File: config.mk
export PLATFORM = sky130hd
export DESIGN_NAME = optic_flow_encoder_ci
export DESIGN_NICKNAME = d
export VERILOG_FILES = /design/src/rtl/optic_flow_encoder_ci.sv
export SDC_FILE = /design/constraint.sdc
export NUM_CORES = 1
export LEC_CHECK = 0
export BUFFER_PORTS_ARGS = -buffer_cell sky130_fd_sc_hd__buf_2
export CAP_MARGIN = 30
export CORE_MARGIN = 2
export CORE_UTILIZATION = 55
export DETAILED_ROUTE_END_ITERATION = 8
export PLACE_DENSITY_LB_ADDON = 0.2
export SYNTH_ARGS = -nofsm -noshare
export SYNTH_HDL_FRONTEND = slang
export SYNTH_SLANG_ARGS = --single-unit
File: constraint.sdc
create_clock -name clock -period 9.9 [get_ports clock]
set_input_delay 0.495 -clock clock [delete_from_list [all_inputs] [get_ports clock]]
set_output_delay 0.495 -clock clock [all_outputs]
set_load 0.03 [all_outputs]
File: src/rtl/optic_flow_encoder_ci.sv
// optic_flow_encoder_ci
//   Multi-cycle custom instruction that turns 4 current and 4 previous-frame
//   grayscale pixels into 4 packed optic-flow nibble codes {mag[1:0],dir[1:0]}.
//   A companion control CI (customInstructionId+1) does row start and threshold load.
//   Optional feature macro: OPTIC_FLOW_THRESH_CFG_EN (runtime threshold load).
//   Without it the threshold is fixed at DEFAULT_THRESH.
// Ports
//   clock   in   system clock
//   nReset  in   asynchronous active-low reset
//   start   in   CI start strobe, qualified by ciN
//   ciN     in   [7:0]  CI number
//   valueA  in   [31:0] encode: current pixels p0..p3 (byte i = pixel i); control: command
//   valueB  in   [31:0] encode: previous-frame pixels; control: [7:0] new threshold
//   done    out  single-cycle completion pulse
//   result  out  [31:0] result word, forced to 0 while done is low
module optic_flow_encoder_ci #(
  parameter logic [7:0] customInstructionId = 8'd31,
  parameter logic [7:0] DEFAULT_THRESH      = 8'd8
) (
  input  logic        clock,
  input  logic        nReset,
  input  logic        start,
  input  logic [7:0]  ciN,
  input  logic [31:0] valueA,
  input  logic [31:0] valueB,
  output logic        done,
  output logic [31:0] result
);

  localparam logic [7:0] CTRL_ID = customInstructionId + 8'd1;

  localparam logic [1:0] S_IDLE    = 2'd0;
  localparam logic [1:0] S_COMPUTE = 2'd1;
  localparam logic [1:0] S_DONE    = 2'd2;

  logic [1:0]  state_q, state_d;
  logic [1:0]  idx_q, idx_d;
  logic [31:0] cur_q, cur_d;
  logic [31:0] prev_q, prev_d;
  logic [7:0]  carry_q, carry_d;
  logic        carry_vld_q, carry_vld_d;
  logic [15:0] pack_q, pack_d;
  logic [15:0] new_q, new_d;
  logic [31:0] res_q, res_d;

  logic [7:0]  thr;       // threshold in use
  logic [7:0]  ctrl_thr;  // threshold after a control call would apply

`ifdef OPTIC_FLOW_THRESH_CFG_EN
  logic [7:0] thr_q, thr_d;
  assign thr = thr_q;

  // A zero threshold would flag every still pixel as motion; clamp to 1.
  always_comb begin
    ctrl_thr = thr_q;
    if (valueA[1])
      ctrl_thr = (valueB[7:0] == 8'd0) ? 8'd1 : valueB[7:0];
  end
`else
  assign thr      = DEFAULT_THRESH;
  assign ctrl_thr = DEFAULT_THRESH;
`endif

  // ---------------------------------------------------------------------------
  // Per-pixel datapath for pixel idx_q
  // ---------------------------------------------------------------------------
  logic [7:0] px_cur, px_prev, px_left, px_right;
  logic [8:0] it, ix;
  logic [8:0] it_abs, ix_abs;
  logic [9:0] t1, t2, t4;
  logic [1:0] dir, mag;
  logic [3:0] code;
  logic [15:0] new_nib;

  always_comb begin
    px_cur  = cur_q[idx_q*8 +: 8];
    px_prev = prev_q[idx_q*8 +: 8];
    // Left neighbour of pixel 0 comes from the previous call on the same row.
    if (idx_q == 2'd0)
      px_left = carry_vld_q ? carry_q : cur_q[7:0];
    else
      px_left = cur_q[(idx_q-2'd1)*8 +: 8];
    // Right neighbour of pixel 3 is not known yet; use a one-sided edge.
    if (idx_q == 2'd3)
      px_right = cur_q[31:24];
    else
      px_right = cur_q[(idx_q+2'd1)*8 +: 8];
  end

  assign it     = {1'b0, px_cur}   - {1'b0, px_prev};
  assign ix     = {1'b0, px_right} - {1'b0, px_left};
  assign it_abs = it[8] ? (9'd0 - it) : it;
  assign ix_abs = ix[8] ? (9'd0 - ix) : ix;

  assign t1 = {2'b00, thr};
  assign t2 = {1'b0, thr, 1'b0};
  assign t4 = {thr, 2'b00};

  always_comb begin
    if (({1'b0, it_abs} < t1) || ({1'b0, ix_abs} < t1))
      dir = 2'b00;
    else if (it[8] ^ ix[8])
      dir = 2'b01;
    else
      dir = 2'b10;

    if (dir == 2'b00)               mag = 2'b00;
    else if ({1'b0, it_abs} < t2)   mag = 2'b01;
    else if ({1'b0, it_abs} < t4)   mag = 2'b10;
    else                            mag = 2'b11;
  end

  assign code = {mag, dir};

  always_comb begin
    new_nib = new_q;
    new_nib[idx_q*4 +: 4] = code;
  end

  // ---------------------------------------------------------------------------
  // Control FSM
  // ---------------------------------------------------------------------------
  always_comb begin
    state_d     = state_q;
    idx_d       = idx_q;
    cur_d       = cur_q;
    prev_d      = prev_q;
    carry_d     = carry_q;
    carry_vld_d = carry_vld_q;
    pack_d      = pack_q;
    new_d       = new_q;
    res_d       = res_q;
`ifdef OPTIC_FLOW_THRESH_CFG_EN
    thr_d       = thr_q;
`endif

    case (state_q)
      S_IDLE: begin
        if (start && ciN == customInstructionId) begin
          cur_d   = valueA;
          prev_d  = valueB;
          idx_d   = 2'd0;
          new_d   = 16'd0;
          state_d = S_COMPUTE;
        end else if (start && ciN == CTRL_ID) begin
          if (valueA[0]) begin
            carry_vld_d = 1'b0;
            pack_d      = 16'd0;
          end
`ifdef OPTIC_FLOW_THRESH_CFG_EN
          thr_d = ctrl_thr;
`endif
          res_d   = {24'd0, ctrl_thr};
          state_d = S_DONE;
        end
      end
      S_COMPUTE: begin
        new_d = new_nib;
        idx_d = idx_q + 2'd1;
        if (idx_q == 2'd3) begin
          // Older word in the upper half so two calls hold 8 pixels in order.
          res_d       = {pack_q, new_nib};
          pack_d      = new_nib;
          carry_d     = cur_q[31:24];
          carry_vld_d = 1'b1;
          state_d     = S_DONE;
        end
      end
      S_DONE:  state_d = S_IDLE;
      default: state_d = S_IDLE;
    endcase
  end

  always_ff @(posedge clock or negedge nReset) begin
    if (!nReset) begin
      state_q     <= S_IDLE;
      idx_q       <= 2'd0;
      cur_q       <= 32'd0;
      prev_q      <= 32'd0;
      carry_q     <= 8'd0;
      carry_vld_q <= 1'b0;
      pack_q      <= 16'd0;
      new_q       <= 16'd0;
      res_q       <= 32'd0;
    end else begin
      state_q     <= state_d;
      idx_q       <= idx_d;
      cur_q       <= cur_d;
      prev_q      <= prev_d;
      carry_q     <= carry_d;
      carry_vld_q <= carry_vld_d;
      pack_q      <= pack_d;
      new_q       <= new_d;
      res_q       <= res_d;
    end
  end

`ifdef OPTIC_FLOW_THRESH_CFG_EN
  always_ff @(posedge clock or negedge nReset) begin
    if (!nReset) thr_q <= DEFAULT_THRESH;
    else         thr_q <= thr_d;
  end
`endif

  assign done   = (state_q == S_DONE);
  assign result = done ? res_q : 32'd0;

endmodule

-- Word-level counts from Yosys, hierarchy flattened
Cells that the tools add are included.
- output and inout bits: 33
- word-level logic and storage cells: 86
- register bits after elaboration: 141
- reductions and logical operators: 13
- shift-type cells: 6
- bitwise operators: 1
- mux-type cells: 34
- equal/unequal tests: 11
- add/subtract/negate cells: 8
- magnitude comparators: 4
- operator list (cell ; number):
    $mux 32 ; 4
    $mux 16 ; 5
    $pmux 16 s2 ; 2
    $pmux 32 s2 ; 1
    $shiftx 32x6->8 ; 2
    $neg 4->34 ; 1
    $shift 4x34->16 const A ; 1
    $shiftx 4x34->16 ; 1
    $shiftx 32x33->8 ; 1
    $shiftx 32x7->8 ; 1
    $mux 8 ; 3
    $lt 9x4->1 const B ; 2
    $mux 9 ; 2
    $sub 1x9->9 const A ; 2
    $sub 8x8->9 ; 2
    $bwmux 16 ; 1
    $mux 2 ; 8
    $ne 2x2->1 const B ; 5
    $lt 9x5->1 const B ; 1
    $lt 9x6->1 const B ; 1
    $eq 8x5->1 const B ; 1
    $eq 8x6->1 const B ; 1
    $pmux 2 s2 ; 2
    $reduce_and 2->1 ; 4
    other kinds (15) ; 23

-- Depth between registers and ports, before layout
- depth in word-level cells: 15
- gate-level depth with buffers: 19

-- Worst setup path after synthesis
OpenSTA, ideal clock, no wires.
- kind: flip-flop to flip-flop
- start point: register idx_q[0]
- end point: register pack_q[10]
- data required time: 9.774 ns
- library setup time: 0.126 ns
- data arrival time: 4.375 ns
- cell stages (with the launch flop): 19
- path buffers: 3
- path slack: 5.399 ns
- clock period less this slack: 4.501 ns
- path through: dfrtp_1 > clkbuf_1 > inv_1 > ha_1 > clkbuf_1 > mux4_2 > nor2_1 > a21oi_1 > ha_1 > inv_1 > fa_1 > a211o_1 > o21ai_0 > xnor2_1 > or4_1 > a22o_2 > a21boi_4 > buf_6 > a221o_1
- word-level cells in the longest chain between the ends: 15
- ends and longest elaborated chain (element ; line ; source):
    start, declared ; 37 ; logic [1:0] idx_q, idx_d;
    start signal, assigned ; 187 ; idx_q <= idx_d;
    $add 2x1->3 / $sub 2x1->3 (equally long branches) ; 87, 82 ;
    $shiftx 32x7->8 / $shiftx 32x33->8 (equally long branches) ; 87, 82 ;
    $mux 8 (on tied branches) ; 84, 79 ;
    $sub 8x8->9 ; 91 ; assign ix = {1'b0, px_right} - {1'b0, px_left};
    $sub 1x9->9 ; 93 ; assign ix_abs = ix[8] ? (9'd0 - ix) : ix;
    $mux 9 ; 93 ;
    $lt 9x4->1 ; 100 ; if (({1'b0, it_abs} < t1) || ({1'b0, ix_abs} < t1))
    $logic_or 1x1->1 ; 100 ;
    $mux 2 ; 100 ;
    $logic_not 2->1 ; 107 ; if (dir == 2'b00) mag = 2'b00;
    $mux 2 ; 107 ;
    $shiftx 4x34->16 ; 117 ; new_nib[idx_q*4 +: 4] = code;
    $bwmux 16 ; 117 ;
    $mux 16 ; 160 ; if (idx_q == 2'd3) begin
    $pmux 16 s2 ; 137 ; case (state_q)
    end signal, assigned ; 192 ; pack_q <= pack_d;
    end, declared ; 42 ; logic [15:0] pack_q, pack_d;
Several ways; a longest one is shown, not always the timed one. The select of a mux whose other input is x is not followed.
A chain may end at the register's enable or synchronous reset.

-- Worst setup path after layout
- start point: register idx_q[1]
- end point: register res_q[15]
- word-level cells in the longest chain between the ends: 15
- ends and longest elaborated chain (element ; line ; source):
    $add 2x1->3 / $sub 2x1->3 (equally long branches) ; 87, 82 ;
    $shiftx 32x7->8 / $shiftx 32x33->8 (equally long branches) ; 87, 82 ;
    $mux 8 (on tied branches) ; 84, 79 ;
    $sub 8x8->9 ; 91 ;
    $sub 1x9->9 ; 93 ;
    $mux 9 ; 93 ;
    $lt 9x4->1 ; 100 ;
    $logic_or 1x1->1 ; 100 ;
    $mux 2 ; 100 ;
    $logic_not 2->1 ; 107 ;
    $mux 2 ; 107 ;
    $shiftx 4x34->16 ; 117 ;
    $bwmux 16 ; 117 ;
    $mux 32 ; 160 ;
    $pmux 32 s2 ; 137 ;
    end signal, assigned ; 194 ; res_q <= res_d;
    end, declared ; 44 ; logic [31:0] res_q, res_d;
Several ways; a longest one is shown, not always the timed one. The select of a mux whose other input is x is not followed.

==> results.md <==
- Peak VDD IR: 0.2357 mV
- Arrival @ worst endpoint: 5.45 ns
- Num ports: 108
- Rel. slew slack: 0.1963
- Sequential power share: 0.298
- Vias in the first global route: 6040
- Synth Area in XOR/XNOR: 0.006701
- H-tree depth: 4
- Clock power frac: 0.281
- Routed WL per cell: 16.75 um
- Hold Crit Class: in -> async
- Critical-path top delay cell: ha_1
- RD Place Congestion: 0.8917
- Top cells by count, synth: nand2_1, dfrtp_1, and2_1
- Sw frac: 0.4018
- Die ar.: 0.01523 mm^2
- Logic gate share of total power: 0.421
- Initial antenna violation count: 0
- Main synth FF type: dfrtp_1
- Final period util: 0.5197
- Seq cells post-synth: 141
- Detail Route Antenna Nets: 0
- Min cycle time layout: 5.145 ns
- Resized cells post-CTS: 0
- Top cells by area, synth: dfrtp_1, nand2_1, mux4_2
- CTS Sinks: 141
- WL final: 18.92 mm
- Post-DP HPWL: 13.11 mm
- GRT overflow: 0
- Die Ht: 123.4 um
- PD cells: 253.9 mW/mm^2
- Util after Layout: 0.6539
- Total nets after synthesis: 953
- Multiplexer share of the synthesized area: 0.08168
- Postcts setup bufs: 0
- Area Overhead vs Synth: 15.73%
- CP cell instances: buf_4, ha_1, nor3_1, a222oi_1, ha_1, inv_1, fa_1, a211o_1, a21oi_1, o21bai_1, xor2_1, or3_1, a22o_2, and2_1, a221o_1
- Placed cell count: 1098
- Port Buffers: 107
- Fillers: 1165
- NetSw: 925.8 uW
- Area share of the leading cell type in the synthesized netlist: 0.4499
- Crit path capture type: flop
- Drt pass-1 iters: 7
- Vias per inst: 5.841
- Critical path required time: 10.21 ns
- Mapped Area: 0.007843 mm^2
- Final hold viol count: 0
- Initial DRC count: 734
- Clock Skews: 0.007047 ns
- CP Max Fanout: 38
- Global Route Usage Sum: 0.2646
- CTS clk-pin slew, worst paths: 0.06 ns
- Post-synth EDFFs: 0
- P_int: 1.379 mW
- Max Fclk: 0.1944 GHz
- Initial core utilization: 0.5650
- Placed Instance Area: 0.008459 mm^2
- DRC violations left: 0
- Critical path type: reg -> reg
- Simple-gate area share of the yosys netlist: 0.2323
- Status: completed
- Final slew viol count: 0
- Row Count: 43
- Vias: 6594
- Avg Inst Size Synth: 9.183 um^2
- Post-synth ARST share: 1.000
- Width of the die: 123.4 um
- Adder-Cell Fraction of Synth Area: 0.04020
- Top-count cell post-synth: nand2_1
- # setup viols final: 0
- Dpl ws: 4.471 ns
- Setup TNS: 0 ns
- Number of buffers created by CTS: 17
- CTS Hold Bufs: 0
- Static Leak: 4.557 nW
- Post-synthesis compound-gate area fraction: 0.1533
- Clock Tree Root: clkbuf_16
- Slowest cell delay on critical path: 0.77 ns
- Unique masters post-synth: 59
- Worst Tran Pin Value: 1.206 ns
- Seq/Total Area, Yosys: 0.4499
- Synthesis warning total: 0
- Layout Nets: 1037
- Core ar.: 0.01388 mm^2
- CTS max path bufs: 2
- PnR worst setup slack: 4.755 ns
- Largest family of logic cells by synthesized area: simple AND/OR/NAND/NOR gates
- Worst-Skew Late Latency: 0.42 ns
- Post-Synthesis Cells: 854
- Final Instance Area: 0.009076 mm^2
- Most Frequent Cell on Critical Path: ha_1
- Ant diodes: 0
- Largest net degree at the start of global routing: 83
- Cell type with the largest total area after synthesis: dfrtp_1
- CP Launch Type: flop
- Number of max-cap violations: 0
- CTS tree: built
- Share of layout cells above drive strength 1: 0.1865
- RSZ-0062 raised after global routing: no
- Global-route wire length before repair: 30.93 mm
- Final Instance Count excl. Fillers: 1129
-- through the flow --
stage	hold WS [ns]	power [mW]
2_1_floorplan	0.1994	1.451
5_1_grt	0.1681	2.444
6_report	0.09525	2.305
4_1_cts	0.1322	2.293
3_3_place_gp	0.4450	1.623
3_5_place_dp	0.4516	1.640
-- cells by family (layout without fill, tap and decap cells) --
group,after synthesis,count (layout)
flops,141,141
fa+ha+maj,24,24
buf+inv,69,164
simple gates,410,410
xor+xnor,6,6
compound gates,170,170
mux,34,34
-- power by group through the flow --
stage	sequential [mW]	combinational (mW)	clock, mW
2_1_floorplan	0.664	0.786	0
3_3_place_gp	0.710	0.913	0
3_5_place_dp	0.713	0.927	0
4_1_cts	0.704	0.934	0.655
5_1_grt	0.695	1.07	0.684
6_report	0.686	0.970	0.648
-- path summary, 6_finish.rpt --
| check | endpoint | start | cells after the start | slack [ns] |
|---|---|---|---|---|
| min in group clock | cur_q[7]$_DFFE_PN0P_ | valueA[7] | 3 | 0.26 |
| worst min register to register | prev_q[27]$_DFFE_PN0P_ | prev_q[27]$_DFFE_PN0P_ | 2 | 0.46 |
| worst min-delay path | res_q[0]$_DFFE_PN0P_ | nReset | 1 | 0.1 |
| max in group asynchronous | prev_q[22]$_DFFE_PN0P_ | nReset | 2 | 8.58 |
| worst max-delay path | res_q[15]$_DFFE_PN0P_ | idx_q[1]$_DFFE_PN0P_ | 15 | 4.75 |
| worst max register to register | res_q[15]$_DFFE_PN0P_ | idx_q[1]$_DFFE_PN0P_ | 15 | 4.75 |
-- sequential cells by signal, indices dropped and copies added, names as in the netlist --
register and count:
idx_q 2, state_q 2, new_q 16, carry_q 8, res_q 32, prev_q 32, carry_vld_q 1, pack_q 16
cur_q 32
-- critical path: cells and delay by family (launching register included) --
family,cells,cell delay (ns)
AO/OA/AOI/OAI,6,1.67
XOR/XNOR,1,0.16
flip-flops,1,0.32
AND/OR/NAND/NOR,3,1.02
adder cells (fa/ha/maj),3,1.40
buffers and inverters,2,0.46
-- routing by layer --
metal  global-route usage  up-vias  wire, um
met4               0.1051        0       449
met1               0.3752     3131      8529
met5                    0        -         0
li1                     -     3161         -
met3              0.05304       32      1154
met2               0.4011      270      8782
-- cells in the final DEF (no fill, tap or decap), types with 8 or more instances in the layout --
cell type	instances
a221o_1	14
nand2_1	269
a22oi_1	9
a22o_1	24
clkbuf_16	17
a21oi_1	33
dfrtp_1	140
buf_2	106
o21ai_1	12
nor3b_1	8
o21ai_0	25
o211ai_1	8
mux2i_1	10
ha_1	22
mux4_2	24
o31ai_1	12
nand3_1	11
and2_1	47
inv_1	19
nor2_1	34
-- final cells by class --
cell class              count  area (um^2)  share of cell area
clock inverters            10        140.1             0.01544
inverters                  19        71.32            0.007858
well taps                 180        225.2             0.02481
repair buffers            115        614.3             0.06769
multi-input cells         644         4039              0.4450
clock buffers              20        456.7             0.05032
flip-flops and latches    141         3530              0.3889
Note: power is estimated with default switching activity, not from simulation.
